## src/rtl/atm_pin_auth.sv

```systemverilog
// Card-and-PIN authentication front end: serial BCD keypad entry, PIN compare, retry limit, card retention.
// Optional inactivity timeout in the entry stage is built when PIN_TIMEOUT_EN is defined.
module atm_pin_auth #(
    parameter int          PIN_DIGITS     = 4,
    parameter int          MAX_TRIES      = 3,
    parameter logic [13:0] STORED_PIN     = 14'd8030,
    parameter int          TIMEOUT_CYCLES = 1000
) (
    input  logic        clk,
    input  logic        reset,
    input  logic        card_inserted,
    input  logic        key_valid,
    input  logic [3:0]  key_digit,
    input  logic        key_enter,
    input  logic        key_clear,
    input  logic        key_cancel,
    output logic [13:0] pin_value,
    output logic [2:0]  digit_count,
    output logic [1:0]  tries_left,
    output logic        auth_ok,
    output logic        auth_fail,
    output logic        card_retained,
    output logic        eject_req,
    output logic        busy
);

    localparam logic [2:0] S_IDLE    = 3'd0;
    localparam logic [2:0] S_COLLECT = 3'd1;
    localparam logic [2:0] S_CHECK   = 3'd2;
    localparam logic [2:0] S_GRANTED = 3'd3;
    localparam logic [2:0] S_SESSION = 3'd4;
    localparam logic [2:0] S_FAIL    = 3'd5;
    localparam logic [2:0] S_LOCKED  = 3'd6;
    localparam logic [2:0] S_EJECT   = 3'd7;

    localparam logic [2:0] DIGITS_FULL = 3'(PIN_DIGITS);
    localparam logic [1:0] TRIES_INIT  = 2'(MAX_TRIES);

    logic [2:0]  state_reg, state_next;
    logic [13:0] pin_reg, pin_next;
    logic [2:0]  count_reg, count_next;
    logic [1:0]  tries_reg, tries_next;
    logic        card_prev_reg;
    logic        auth_ok_reg, auth_fail_reg, retained_reg, eject_reg, busy_reg;

    logic        accepted;
    logic        timeout_hit;
    logic        digit_ok;
    logic        card_rise;
    logic        card_fall;
    logic [13:0] pin_shift;
    logic [1:0]  tries_dec;

    assign digit_ok  = key_valid && (key_digit <= 4'd9) && (count_reg < DIGITS_FULL);
    assign card_rise = card_inserted && !card_prev_reg;
    assign card_fall = !card_inserted && card_prev_reg;
    // pin*10 + digit as shift-and-add; 9999 is the largest reachable value and fits in 14 bits
    assign pin_shift = (pin_reg << 3) + (pin_reg << 1) + {10'd0, key_digit};
    assign tries_dec = (tries_reg == 2'd0) ? 2'd0 : tries_reg - 2'd1;

`ifdef PIN_TIMEOUT_EN
    logic [15:0] idle_reg, idle_next;

    assign timeout_hit = (idle_reg == 16'(TIMEOUT_CYCLES - 1));
    assign idle_next   = (state_reg == S_COLLECT && state_next == S_COLLECT && !accepted)
                         ? idle_reg + 16'd1 : 16'd0;

    always_ff @(posedge clk) begin
        if (reset) idle_reg <= 16'd0;
        else       idle_reg <= idle_next;
    end
`else
    logic unused_timeout;

    assign timeout_hit    = 1'b0;
    assign unused_timeout = (TIMEOUT_CYCLES != 0);
`endif

    always_comb begin
        state_next = state_reg;
        pin_next   = pin_reg;
        count_next = count_reg;
        tries_next = tries_reg;
        accepted   = 1'b0;
        case (state_reg)
            S_IDLE: begin
                if (card_rise) begin
                    state_next = S_COLLECT;
                    pin_next   = 14'd0;
                    count_next = 3'd0;
                    tries_next = TRIES_INIT;
                end
            end
            S_COLLECT: begin
                // Only the highest-priority strobe acts, even if it is itself ignored
                if (key_cancel || card_fall) begin
                    state_next = S_EJECT;
                    pin_next   = 14'd0;
                    count_next = 3'd0;
                end else if (key_clear) begin
                    pin_next   = 14'd0;
                    count_next = 3'd0;
                    accepted   = 1'b1;
                end else if (key_enter) begin
                    if (count_reg == DIGITS_FULL) begin
                        state_next = S_CHECK;
                        accepted   = 1'b1;
                    end
                end else if (digit_ok) begin
                    pin_next   = pin_shift;
                    count_next = count_reg + 3'd1;
                    accepted   = 1'b1;
                end
                if (state_next == S_COLLECT && !accepted && timeout_hit) begin
                    state_next = S_EJECT;
                    pin_next   = 14'd0;
                    count_next = 3'd0;
                end
            end
            S_CHECK: begin
                if (pin_reg == STORED_PIN) begin
                    state_next = S_GRANTED;
                end else begin
                    tries_next = tries_dec;
                    if (tries_dec == 2'd0) begin
                        state_next = S_LOCKED;
                    end else begin
                        state_next = S_FAIL;
                        pin_next   = 14'd0;
                        count_next = 3'd0;
                    end
                end
            end
            S_GRANTED: state_next = S_SESSION;
            S_SESSION: begin
                if (!card_inserted || key_cancel) begin
                    state_next = S_EJECT;
                    pin_next   = 14'd0;
                    count_next = 3'd0;
                end
            end
            S_FAIL:   state_next = S_COLLECT;
            S_LOCKED: state_next = S_LOCKED;
            S_EJECT:  state_next = S_IDLE;
            default:  state_next = S_IDLE;
        endcase
    end

    // Flags are decoded from the next state so they line up with the state register
    always_ff @(posedge clk) begin
        if (reset) begin
            state_reg     <= S_IDLE;
            pin_reg       <= 14'd0;
            count_reg     <= 3'd0;
            tries_reg     <= TRIES_INIT;
            card_prev_reg <= 1'b0;
            auth_ok_reg   <= 1'b0;
            auth_fail_reg <= 1'b0;
            retained_reg  <= 1'b0;
            eject_reg     <= 1'b0;
            busy_reg      <= 1'b0;
        end else begin
            state_reg     <= state_next;
            pin_reg       <= pin_next;
            count_reg     <= count_next;
            tries_reg     <= tries_next;
            card_prev_reg <= card_inserted;
            auth_ok_reg   <= (state_next == S_GRANTED);
            auth_fail_reg <= (state_next == S_FAIL) ||
                             (state_next == S_LOCKED && state_reg != S_LOCKED);
            retained_reg  <= (state_next == S_LOCKED);
            eject_reg     <= (state_next == S_EJECT);
            busy_reg      <= (state_next != S_IDLE);
        end
    end

    assign pin_value     = pin_reg;
    assign digit_count   = count_reg;
    assign tries_left    = tries_reg;
    assign auth_ok       = auth_ok_reg;
    assign auth_fail     = auth_fail_reg;
    assign card_retained = retained_reg;
    assign eject_req     = eject_reg;
    assign busy          = busy_reg;

endmodule

```

## config.mk

```make
export PLATFORM = sky130hd
export DESIGN_NAME = atm_pin_auth
export DESIGN_NICKNAME = d
export VERILOG_FILES = /design/src/rtl/atm_pin_auth.sv
export SDC_FILE = /design/constraint.sdc
export NUM_CORES = 1
export LEC_CHECK = 0
export BUFFER_PORTS_ARGS = -buffer_cell sky130_fd_sc_hd__buf_2
export CORE_MARGIN = 10
export CORE_UTILIZATION = 40
export DETAILED_ROUTE_END_ITERATION = 12
export SLEW_MARGIN = 20
export SYNTH_ARGS = -nofsm -noshare
export SYNTH_HDL_FRONTEND = slang
export SYNTH_SLANG_ARGS = --single-unit
```

## constraint.sdc

```tcl
create_clock -name clk -period 5.2 [get_ports clk]
set_clock_uncertainty 0.1 [all_clocks]
set_input_delay 0.78 -clock clk [delete_from_list [all_inputs] [get_ports clk]]
set_output_delay 0.78 -clock clk [all_outputs]
set_load 0.01 [all_outputs]
```

==> reports/metrics.cfg, run 1 <==
[floorplan]
start_util_pct = 41.3
rows = 25
core_area_sq_um = 4720
die_area_sq_um = 8070
io_pins = 35
die_h_um = 89.8
die_w_um = 89.8

[clocking]
cts_resized = 0
clk_path_buf_depth = 2
cts_tree = yes
cts-root-buf = clkbuf_8
clk_pin_slew_ns = 0.10
post-cts-setup-buffers = 0
numCtsBuffers = 3
hold_buffers = 0
clk_latency_ns = 0.27
clock-sinks = 28
cts.htree.levels = 1

[critical_path]
crit_arrival_ns = 3.08
worstPathRequired_ns = 5.28
critPathKind = in -> reg
path_max_fanout = 2
reg2reg_depth = 10
r2r-start = pin_value[0]
endpoint_kind = flop
start_kind = input pin
startpoint = key_digit[3]

[finish]
drive_above_1_share_pct = 25.1
stdcell_count = 302
num_antenna_cells = 0
nets = 273
largest_reg_flops = 14
final_util_pct = 46.9
areaGrowthSynthToFinish_pct = 13.7
nFillCells = 457

[detailed_routing]
postRouteAntennaNets = 0
drt_iter0_drc = 126
drc = 0
wire_per_inst_um = 14.1
vias = 1579
via_per_inst = 5.23
routed_wl_um = 4250
drtPass1Iterations = 4

[power_and_ir_drop]
power-per-cell-area_nw_per_um2 = 312
p_leak_nw = 1.10
ir_worst_vdd_mv = 0.132

[logic_synthesis]
ys_async_sr_fraction_pct = 0
syn_inst = 202
netlist_top_cells_count = dfxtp_1 (28), ha_1 (24), nor2_1 (16), inv_1 (14), a22o_1 (10)
avgSynthCellArea_sq_um = 9.66
syn_area_sq_um = 1950
yosysWarnings = 0
seq_area_frac_synth_pct = 28.7
synth_edf_count = 0
synth_nets = 239
synth.distinct_cells = 56
synth_ff_type = dfxtp_1
synth_area_leaders = dfxtp_1 (29%), ha_1 (15%), a22o_1 (4.5%)
ys_seq_elements = 28
synth_top_cell_by_area = dfxtp_1
yosysMostFrequentCell = dfxtp_1
synth_top_area_share_pct = 28.7

[global_routing]
grt_max_degree = 17
grt_pass1_wl_um = 7380
grt_antenna_before_repair = 0
track_usage_pct = 10.5
grt-ovfl-total = 0
grt_pass1_vias = 1552

[worst_hold_path]
hold_path_depth = 2
worstHoldStart = tries_left[0]
hp-class = reg -> reg

[sta]
hold_viol = 0
timing.fmax_mhz = 333
fin_tns_setup_ns = 0
relSlewSlack_pct = 69.7
finalCriticalPeriod_ns = 3.00
rsz0062_at_grt = false
fin_crit_sh_pct = 57.7
worst-slew-pin-transition_ns = 0.454
setup_viol = 0
maxSlewViolCount = 0

[placement]
place_congestion = 0.845
port-buffer-count = 34
hpwl_um = 3370
dp.cells = 298

[run]
maxCapViolCount = 0

[run_status]
status = finished, final reports clean

-- per-layer routing --
metal	global-route usage (%)	wire, um	part of all wire [%]
met1	13.7	2150	50
met2	16.6	1860	44
met3	2.49	199	4.7
met4	2.83	41	0.97
met5	0	0	0
-- path summary, 6_finish.rpt --
path                   endpoint  slack (ns)
setup / recovery  pin_value[13]        2.20
hold / removal    tries_left[0]        0.40
setup reg to reg  pin_value[13]        2.36
hold reg to reg   tries_left[0]        0.40
-- critical path, cell delays in order --
cell      delay, ns
buf_2          0.08
inv_1          0.05
fa_1           0.59
inv_1          0.06
ha_1           0.30
a211oi_1       0.25
o211ai_1       0.16
a41oi_1        0.33
a21oi_1        0.13
xnor2_1        0.14
a22o_2         0.21
-- cell type report --
class                   instances  area [sq um]  share of cell area, %
clock buffers                   3          41.3                   1.86
clock inverters                 1          30.0                   1.35
inverters                      14          52.6                   2.37
multi-input cells             154          1270                   57.3
flip-flops and latches         28           561                   25.3
well taps                      67          83.8                   3.78
repair buffers                 35           178                   8.01
-- cell usage in the layout (no fill, tap or decap), types with 3 or more instances in the layout --
cell	Yosys	final
buf_2	1	34
dfxtp_1	28	28
ha_1	24	24
nor2_1	16	16
inv_1	14	14
a22o_1	10	10
xnor2_1	9	9
a21oi_1	7	7
o21ai_0	6	6
nand2b_1	6	6
a211oi_1	5	5
nand2_1	5	5
nor3_1	5	5
a22o_2	5	5
nand3_1	4	4
a21o_1	4	4
nor2b_1	3	3
a31oi_1	3	3
xor2_1	3	3
clkbuf_8	2	3
-- stage by stage --
stage | hold WS [ns] | total power (W) | cell area (sq um) | setup slack [ns]
2_1_floorplan | 0.412 | 0.000494 | 1950 | 2.14
3_3_place_gp | 0.383 | 0.000520 | 2150 | 1.91
3_5_place_dp | 0.392 | 0.000522 | 2150 | 1.90
4_1_cts | 0.408 | 0.000694 | 2220 | 2.19
5_1_grt | 0.451 | 0.000736 | 2220 | 2.02
6_report | 0.400 | 0.000693 | 2220 | 2.20
-- logic make-up after synthesis --
family          Yosys count  share of synthesized area [%]
fa+ha+maj                26                           17.4
compound gates           58                           23.6
buf+inv                  20                           6.09
flops                    28                           28.7
simple gates             57                           18.2
mux                       1                          0.577
xor+xnor                 12                           5.39
-- report_power, final --
part	leakage [nW]	internal [W]	switching [W]	total, W
clock	0.0357	0.000103	0.0000706	0.000174
combinational	0.836	0.000103	0.000145	0.000248
sequential	0.227	0.000237	0.0000333	0.000270
total	1.10	0.000443	0.000249	0.000693
(Power assumes the default switching activity.)
==> run 2, diff against run 1 <==
--- a/config.mk
+++ b/config.mk
@@ -5,6 +5,7 @@
 export SDC_FILE = /design/constraint.sdc
 export NUM_CORES = 1
 export LEC_CHECK = 0
+export ABC_AREA = 1
 export BUFFER_PORTS_ARGS = -buffer_cell sky130_fd_sc_hd__buf_2
 export CORE_MARGIN = 10
 export CORE_UTILIZATION = 40
==> constraint.sdc (replaced) <==
create_clock -name clk -period 3 [get_ports clk]
set_clock_uncertainty 0.1 [all_clocks]
set_input_delay 0.45 -clock clk [delete_from_list [all_inputs] [get_ports clk]]
set_output_delay 0.45 -clock clk [all_outputs]
set_load 0.01 [all_outputs]
==> run 2 against run 1 <==
Effect of this change:
- clock power rose by 83%
- clock-buffer cell count did not move
- register-to-register slack got worse by 1.8 ns
- worst setup slack got worse by 1.6 ns
- sequential cell count did not move
==> reports/metrics.cfg, run 2 <==
[run_status]
status = finished, final reports clean

[global_routing]
grt_max_degree = 20  ; +3
grt_pass1_vias = 1882  ; +21%
grt_pass1_wl_um = 8870  ; +20%
track_usage_pct = 12.4  ; +1.9 points
grt_antenna_before_repair = 0  ; unchanged
grt-ovfl-total = 0  ; unchanged

[detailed_routing]
vias = 1982  ; +26%
drtPass1Iterations = 4  ; unchanged
postRouteAntennaNets = 0  ; unchanged
wire_per_inst_um = 12.9  ; -8.4%
routed_wl_um = 5230  ; +23%
drt_iter0_drc = 115  ; -8.7%
via_per_inst = 4.88  ; -6.6%
drc = 0  ; unchanged

[clocking]
cts-root-buf = clkbuf_8
post-cts-setup-buffers = 0  ; unchanged
cts_tree = yes
cts.htree.levels = 1  ; unchanged
clk_pin_slew_ns = 0.12  ; +0.02 ns
clk_path_buf_depth = 2  ; unchanged
clk_latency_ns = 0.29  ; +0.02 ns
numCtsBuffers = 3  ; unchanged
cts_resized = 0  ; unchanged
clock-sinks = 28  ; unchanged
hold_buffers = 0  ; unchanged

[floorplan]
core_area_sq_um = 5110  ; +8.1%
rows = 26  ; +4.0%
die_w_um = 92.5  ; +2.9%
die_h_um = 92.5  ; +2.9%
start_util_pct = 41.1  ; -0.17 points
die_area_sq_um = 8550  ; +6.0%
io_pins = 35  ; unchanged

[logic_synthesis]
synth_top_area_share_pct = 26.7  ; -2.1 points
yosysMostFrequentCell = nand2_1
synth_nets = 339  ; +42%
seq_area_frac_synth_pct = 26.7  ; -2.1 points
synth_edf_count = 0  ; unchanged
ys_async_sr_fraction_pct = 0  ; unchanged
netlist_top_cells_count = nand2_1 (73), inv_1 (43), nor2_1 (29), dfxtp_1 (28), nand3_1 (25)
synth.distinct_cells = 31  ; -45%
syn_area_sq_um = 2100  ; +7.7%
avgSynthCellArea_sq_um = 6.96  ; -28%
synth_area_leaders = dfxtp_1 (27%), ha_1 (14%), nand2_1 (13%)
yosysWarnings = 0  ; unchanged
ys_seq_elements = 28  ; unchanged
syn_inst = 302  ; +50%
synth_ff_type = dfxtp_1
synth_top_cell_by_area = dfxtp_1

[critical_path]
start_kind = flop
max_stage_delay_ns = 0.48  ; -0.11 ns
crit_arrival_ns = 2.52  ; -0.56 ns
crit_path_top_delay_cell = fa_1
crit_chain = inv_1, fa_1, fa_1, nor3_1, nor2_1, nor2_1, o21ai_0, a21oi_1
cp_num_buf_inv = 1  ; -2
worstPathRequired_ns = 3.11  ; -2.17 ns
cp_top_family = adder cells
critPathKind = reg -> reg
path_max_fanout = 5  ; +3
endpoint_kind = flop

[finish]
final_util_pct = 46.9  ; -0.076 points
nets = 374  ; +37%
num_antenna_cells = 0  ; unchanged
drive_above_1_share_pct = 18.5  ; -6.7 points
largest_reg_flops = 14  ; unchanged
final_common_cell = nand2_1
layout_common_cells = nand2_1 (73), inv_1 (43), buf_2 (34), nor2_1 (29), dfxtp_1 (28)
areaGrowthSynthToFinish_pct = 13.9

[sta]
maxSlewViolCount = 0  ; unchanged
fin_crit_sh_pct = 80.3
rsz0062_at_grt = false
setup_viol = 0  ; unchanged
finalCriticalPeriod_ns = 2.41
hold_viol = 0  ; unchanged
relSlewSlack_pct = 68.8  ; -0.86 points
fin_tns_setup_ns = 0  ; unchanged
worst-slew-pin-transition_ns = 0.468  ; +0.0136 ns
timing.fmax_mhz = 415

[placement]
port-buffer-count = 34  ; unchanged
place_congestion = 0.854  ; +1.1%
hpwl_um = 4050  ; +20%

[worst_hold_path]
hp-class = in -> reg

[power_and_ir_drop]
p_leak_nw = 1.26  ; +15%
power-per-cell-area_nw_per_um2 = 512  ; +64%
ir_worst_vdd_mv = 0.278  ; +110%
totalPowerFinal_w = 0.00123  ; +77%

[run]
maxCapViolCount = 0  ; unchanged

run 2: cell count changes after synthesis, sizes merged, moves of 4 or more:
cell	delta
nand2	+76
inv	+29
nand3	+24
a21oi	+18
a22o	-15
nor2	+15
xnor2	-7
nand2b	-6
a211oi	-5
a21o	-4
nand4	+4
nor2b	-4
run 2: cells by family after synthesis:
group	after synthesis	share of synthesized area [%]
XOR/XNOR	4	1.67
buffers and inverters	48	9.77
flip-flops	28	26.7
AO/OA/AOI/OAI	40	11.0
adder cells (fa/ha/maj)	26	16.2
AND/OR/NAND/NOR	156	34.7
run 2: worst reg2reg max path, stage by stage, from the launching register on:
cell and delay (ns):
dfxtp_1 0.43, inv_1 0.08, fa_1 0.48, fa_1 0.48
nor3_1 0.35, nor2_1 0.09, nor2_1 0.09, o21ai_0 0.09
a21oi_1 0.14
run 2: path summary, 6_finish.rpt:
check / cells past startpoint / slack [ns] / from / end
worst max-delay path: 8 / 0.59 / pin_value[2] / pin_value[8]
worst min-delay path: 3 / 0.29 / key_digit[0] / pin_value[0]
worst max register to register: 8 / 0.59 / pin_value[2] / pin_value[8]
worst min register to register: 2 / 0.38 / pin_value[13] / pin_value[13]
run 2: layout make-up:
class	count	area [sq um]
fill	550	2710
multi-input combinational	226	1340
sequential	28	561
timing repair buffer	35	178
inverter	43	161
tap	70	87.6
clock buffer	3	41.3
clock inverter	1	30.0
run 2: power by group:
group          total, W  switching (W)  internal [W]
combinational  0.000444       0.000297      0.000147
clock          0.000318       0.000139      0.000179
sequential     0.000464      0.0000490      0.000415
run 2: metrics by stage:
step | instance area (sq um) | hold slack, ns | setup WS, ns | instances
5_1_grt | 2390 | 0.293 | 0.356 | 406
6_report | 2390 | 0.291 | 0.591 | 406
4_1_cts | 2390 | 0.282 | 0.630 | 406
2_1_floorplan | 2100 | 0.402 | 0.736 | 302
3_3_place_gp | 2320 | 0.369 | 0.517 | 402
3_5_place_dp | 2320 | 0.369 | 0.524 | 402
run 2: metal layers:
metal	up-vias	part of all wire (%)	global-route usage, %	wire (um)
met5	-	0	0	0
met1	878	51	16.2	2660
met3	4	5.5	2.82	285
met2	53	43	20.2	2230
met4	0	0.94	2.70	49
li1	1047	-	-	-
==> run 3, diff against run 2 <==
==> constraint.sdc (replaced) <==
create_clock -name clk -period 2.07 [get_ports clk]
set_clock_uncertainty 0.1 [all_clocks]
set_input_delay 0.3105 -clock clk [delete_from_list [all_inputs] [get_ports clk]]
set_output_delay 0.3105 -clock clk [all_outputs]
set_load 0.01 [all_outputs]
==> run 3 against run 2 <==
Effect of this change:
- the run now ends with setup timing left
- core utilization rose by 9.2 points
- worst hold slack worse by 0.15 ns
- combinational power rose by 74%
- worst setup slack got worse by 0.62 ns
- sequential cell count unchanged
- via count up 7.6%
- routed wire length rose by 8.3%
- sequential share of layout area is 3.3 points lower
- critical endpoint is now pin_value[7]
==> reports/metrics.cfg, run 3 (same netlist as run 2, synthesis figures left out) <==
[run_status]
failed_checks = setup timing
status = complete, but fails checks

[floorplan]
core_area_sq_um = 5110  ; unchanged
rows = 26  ; unchanged
die_area_sq_um = 8550  ; unchanged
io_pins = 35  ; unchanged
die_w_um = 92.5  ; unchanged
die_h_um = 92.5  ; unchanged
start_util_pct = 41.1  ; unchanged

[finish]
num_antenna_cells = 0  ; unchanged
nets = 400  ; +7.0%
areaGrowthSynthToFinish_pct = 36.3
drive_above_1_share_pct = 36.7  ; +18 points
final_util_pct = 56.1  ; +9.2 points
final_common_cell = nand2_1
layout_common_cells = nand2_1 (71), inv_1 (39), buf_2 (34), nor2_1 (27), buf_4 (24)
largest_reg_flops = 14  ; unchanged

[global_routing]
grt_pass1_wl_um = 9230  ; +4.1%
grt-ovfl-total = 0  ; unchanged
track_usage_pct = 12.8  ; +0.44 points
grt_pass1_vias = 2046  ; +8.7%
grt_antenna_before_repair = 0  ; unchanged
grt_max_degree = 17  ; -15%

[detailed_routing]
drt_iter0_drc = 122  ; +6.1%
wire_per_inst_um = 13.1  ; +1.8%
drc = 0  ; unchanged
postRouteAntennaNets = 0  ; unchanged
via_per_inst = 4.94  ; +1.1%
routed_wl_um = 5660  ; +8.3%
drtPass1Iterations = 4  ; unchanged
vias = 2133  ; +7.6%

[critical_path]
reg2reg_depth = 11  ; +3
start_kind = flop
r2r-start = pin_value[2]
r2r_end = pin_value[7]
path_max_fanout = 4  ; -1
worstPathRequired_ns = 2.20  ; -0.91 ns
critPathKind = reg -> reg
crit_arrival_ns = 2.23  ; -0.29 ns
endpoint_kind = flop
reg2reg_slack_ns = -0.03  ; -0.62 ns

[placement]
port-buffer-count = 34  ; unchanged
hpwl_um = 4300  ; +6.2%
place_congestion = 0.852  ; -0.25%

[worst_hold_path]
hold_path_depth = 3  ; unchanged
hp-class = in -> reg
hold_end = pin_value[0]
worstHoldStart = key_digit[0]

[clocking]
cts.htree.levels = 1  ; unchanged
clk_latency_ns = 0.29  ; about the same
cts_tree = yes
clk_path_buf_depth = 2  ; unchanged
numCtsBuffers = 3  ; unchanged
hold_buffers = 0  ; unchanged
cts-root-buf = clkbuf_8
clk_pin_slew_ns = 0.12  ; about the same
clock-sinks = 28  ; unchanged

[power_and_ir_drop]
ir_worst_vdd_mv = 0.467  ; +68%
power-per-cell-area_nw_per_um2 = 648  ; +27%
p_leak_nw = 1.40  ; +12%
totalPowerFinal_w = 0.00186  ; +51%

[sta]
maxSlewViolCount = 0  ; unchanged
setup_slack_ns = -0.0297  ; -0.621 ns
timing.fmax_mhz = 476  ; +15%
hold_viol = 0  ; unchanged
setup_viol = 5  ; +5
rsz0062_at_grt = true
relSlewSlack_pct = 77.6  ; +8.8 points
finalCriticalPeriod_ns = 2.10  ; -0.309 ns
worst-slew-pin-transition_ns = 0.332  ; -0.135 ns
fin_crit_sh_pct = 101  ; +21 points

[run]
maxCapViolCount = 0  ; unchanged

## run 3: area by class of cell
| cell class | instances | area [sq um] |
|---|---|---|
| fillers | 498 | 2240 |
| multi-input cells | 226 | 1570 |
| flip-flops and latches | 28 | 577 |
| repair buffers | 61 | 402 |
| inverters | 43 | 164 |
| well taps | 70 | 87.6 |
| clock buffers | 4 | 66.3 |
## run 3: critical path, cell delays in order, from the launching register on
cell and delay, ns:
dfxtp_4 0.40, inv_4 0.04, fa_2 0.56, inv_2 0.05, ha_4 0.27, nand3_4 0.07
nand2_4 0.08, nand3_2 0.06, nand2_1 0.07, xor2_1 0.17, nand2_2 0.07, a21oi_2 0.10
## run 3: repair_timing
item / in CTS / in global routing
setup endpoints to repair: 10 / 9
buffers inserted: 0 / 7
gates resized for setup: 15 / 37
pin swaps: 9 / 23
## run 3: power breakdown
part | internal [W] | switching [W] | total, W
combinational | 0.000306 | 0.000467 | 0.000772
sequential | 0.000602 | 0.0000690 | 0.000671
clock | 0.000211 | 0.000201 | 0.000412
## run 3: worst max path at each step
stage / from / to / cells after the start
after floorplan: pin_value[2] / pin_value[8] / 7
after global placement: key_digit[3] / pin_value[8] / 9
after detailed placement: key_digit[3] / pin_value[9] / 11
after CTS: pin_value[2] / pin_value[7] / 11
after global routing: pin_value[2] / pin_value[7] / 11
final: pin_value[2] / pin_value[7] / 11
## run 3: stage by stage
| stage | TNS, ns | hold WS, ns | std cells | area (sq um) | setup WS, ns |
|---|---|---|---|---|---|
| final | -0.0864 | 0.146 | 432 | 2860 | -0.0297 |
| after global routing | -0.818 | 0.154 | 432 | 2860 | -0.150 |
| after CTS | -0.0511 | 0.143 | 425 | 2610 | -0.0311 |
| after detailed placement | -1.37 | 0.375 | 421 | 2490 | -0.182 |
| after global placement | -1.10 | 0.375 | 421 | 2490 | -0.155 |
| after floorplan | -0.0453 | 0.317 | 302 | 2120 | -0.0281 |
## run 3: per-layer routing
| metal | track usage (%) | share of wire (%) | vias to the layer above |
|---|---|---|---|
| met3 | 2.58 | 5.5 | 4 |
| met2 | 22.4 | 46 | 49 |
| met1 | 15.8 | 48 | 977 |
| li1 | - | - | 1103 |
| met4 | 2.70 | 0.85 | 0 |
| met5 | 0 | 0 | - |
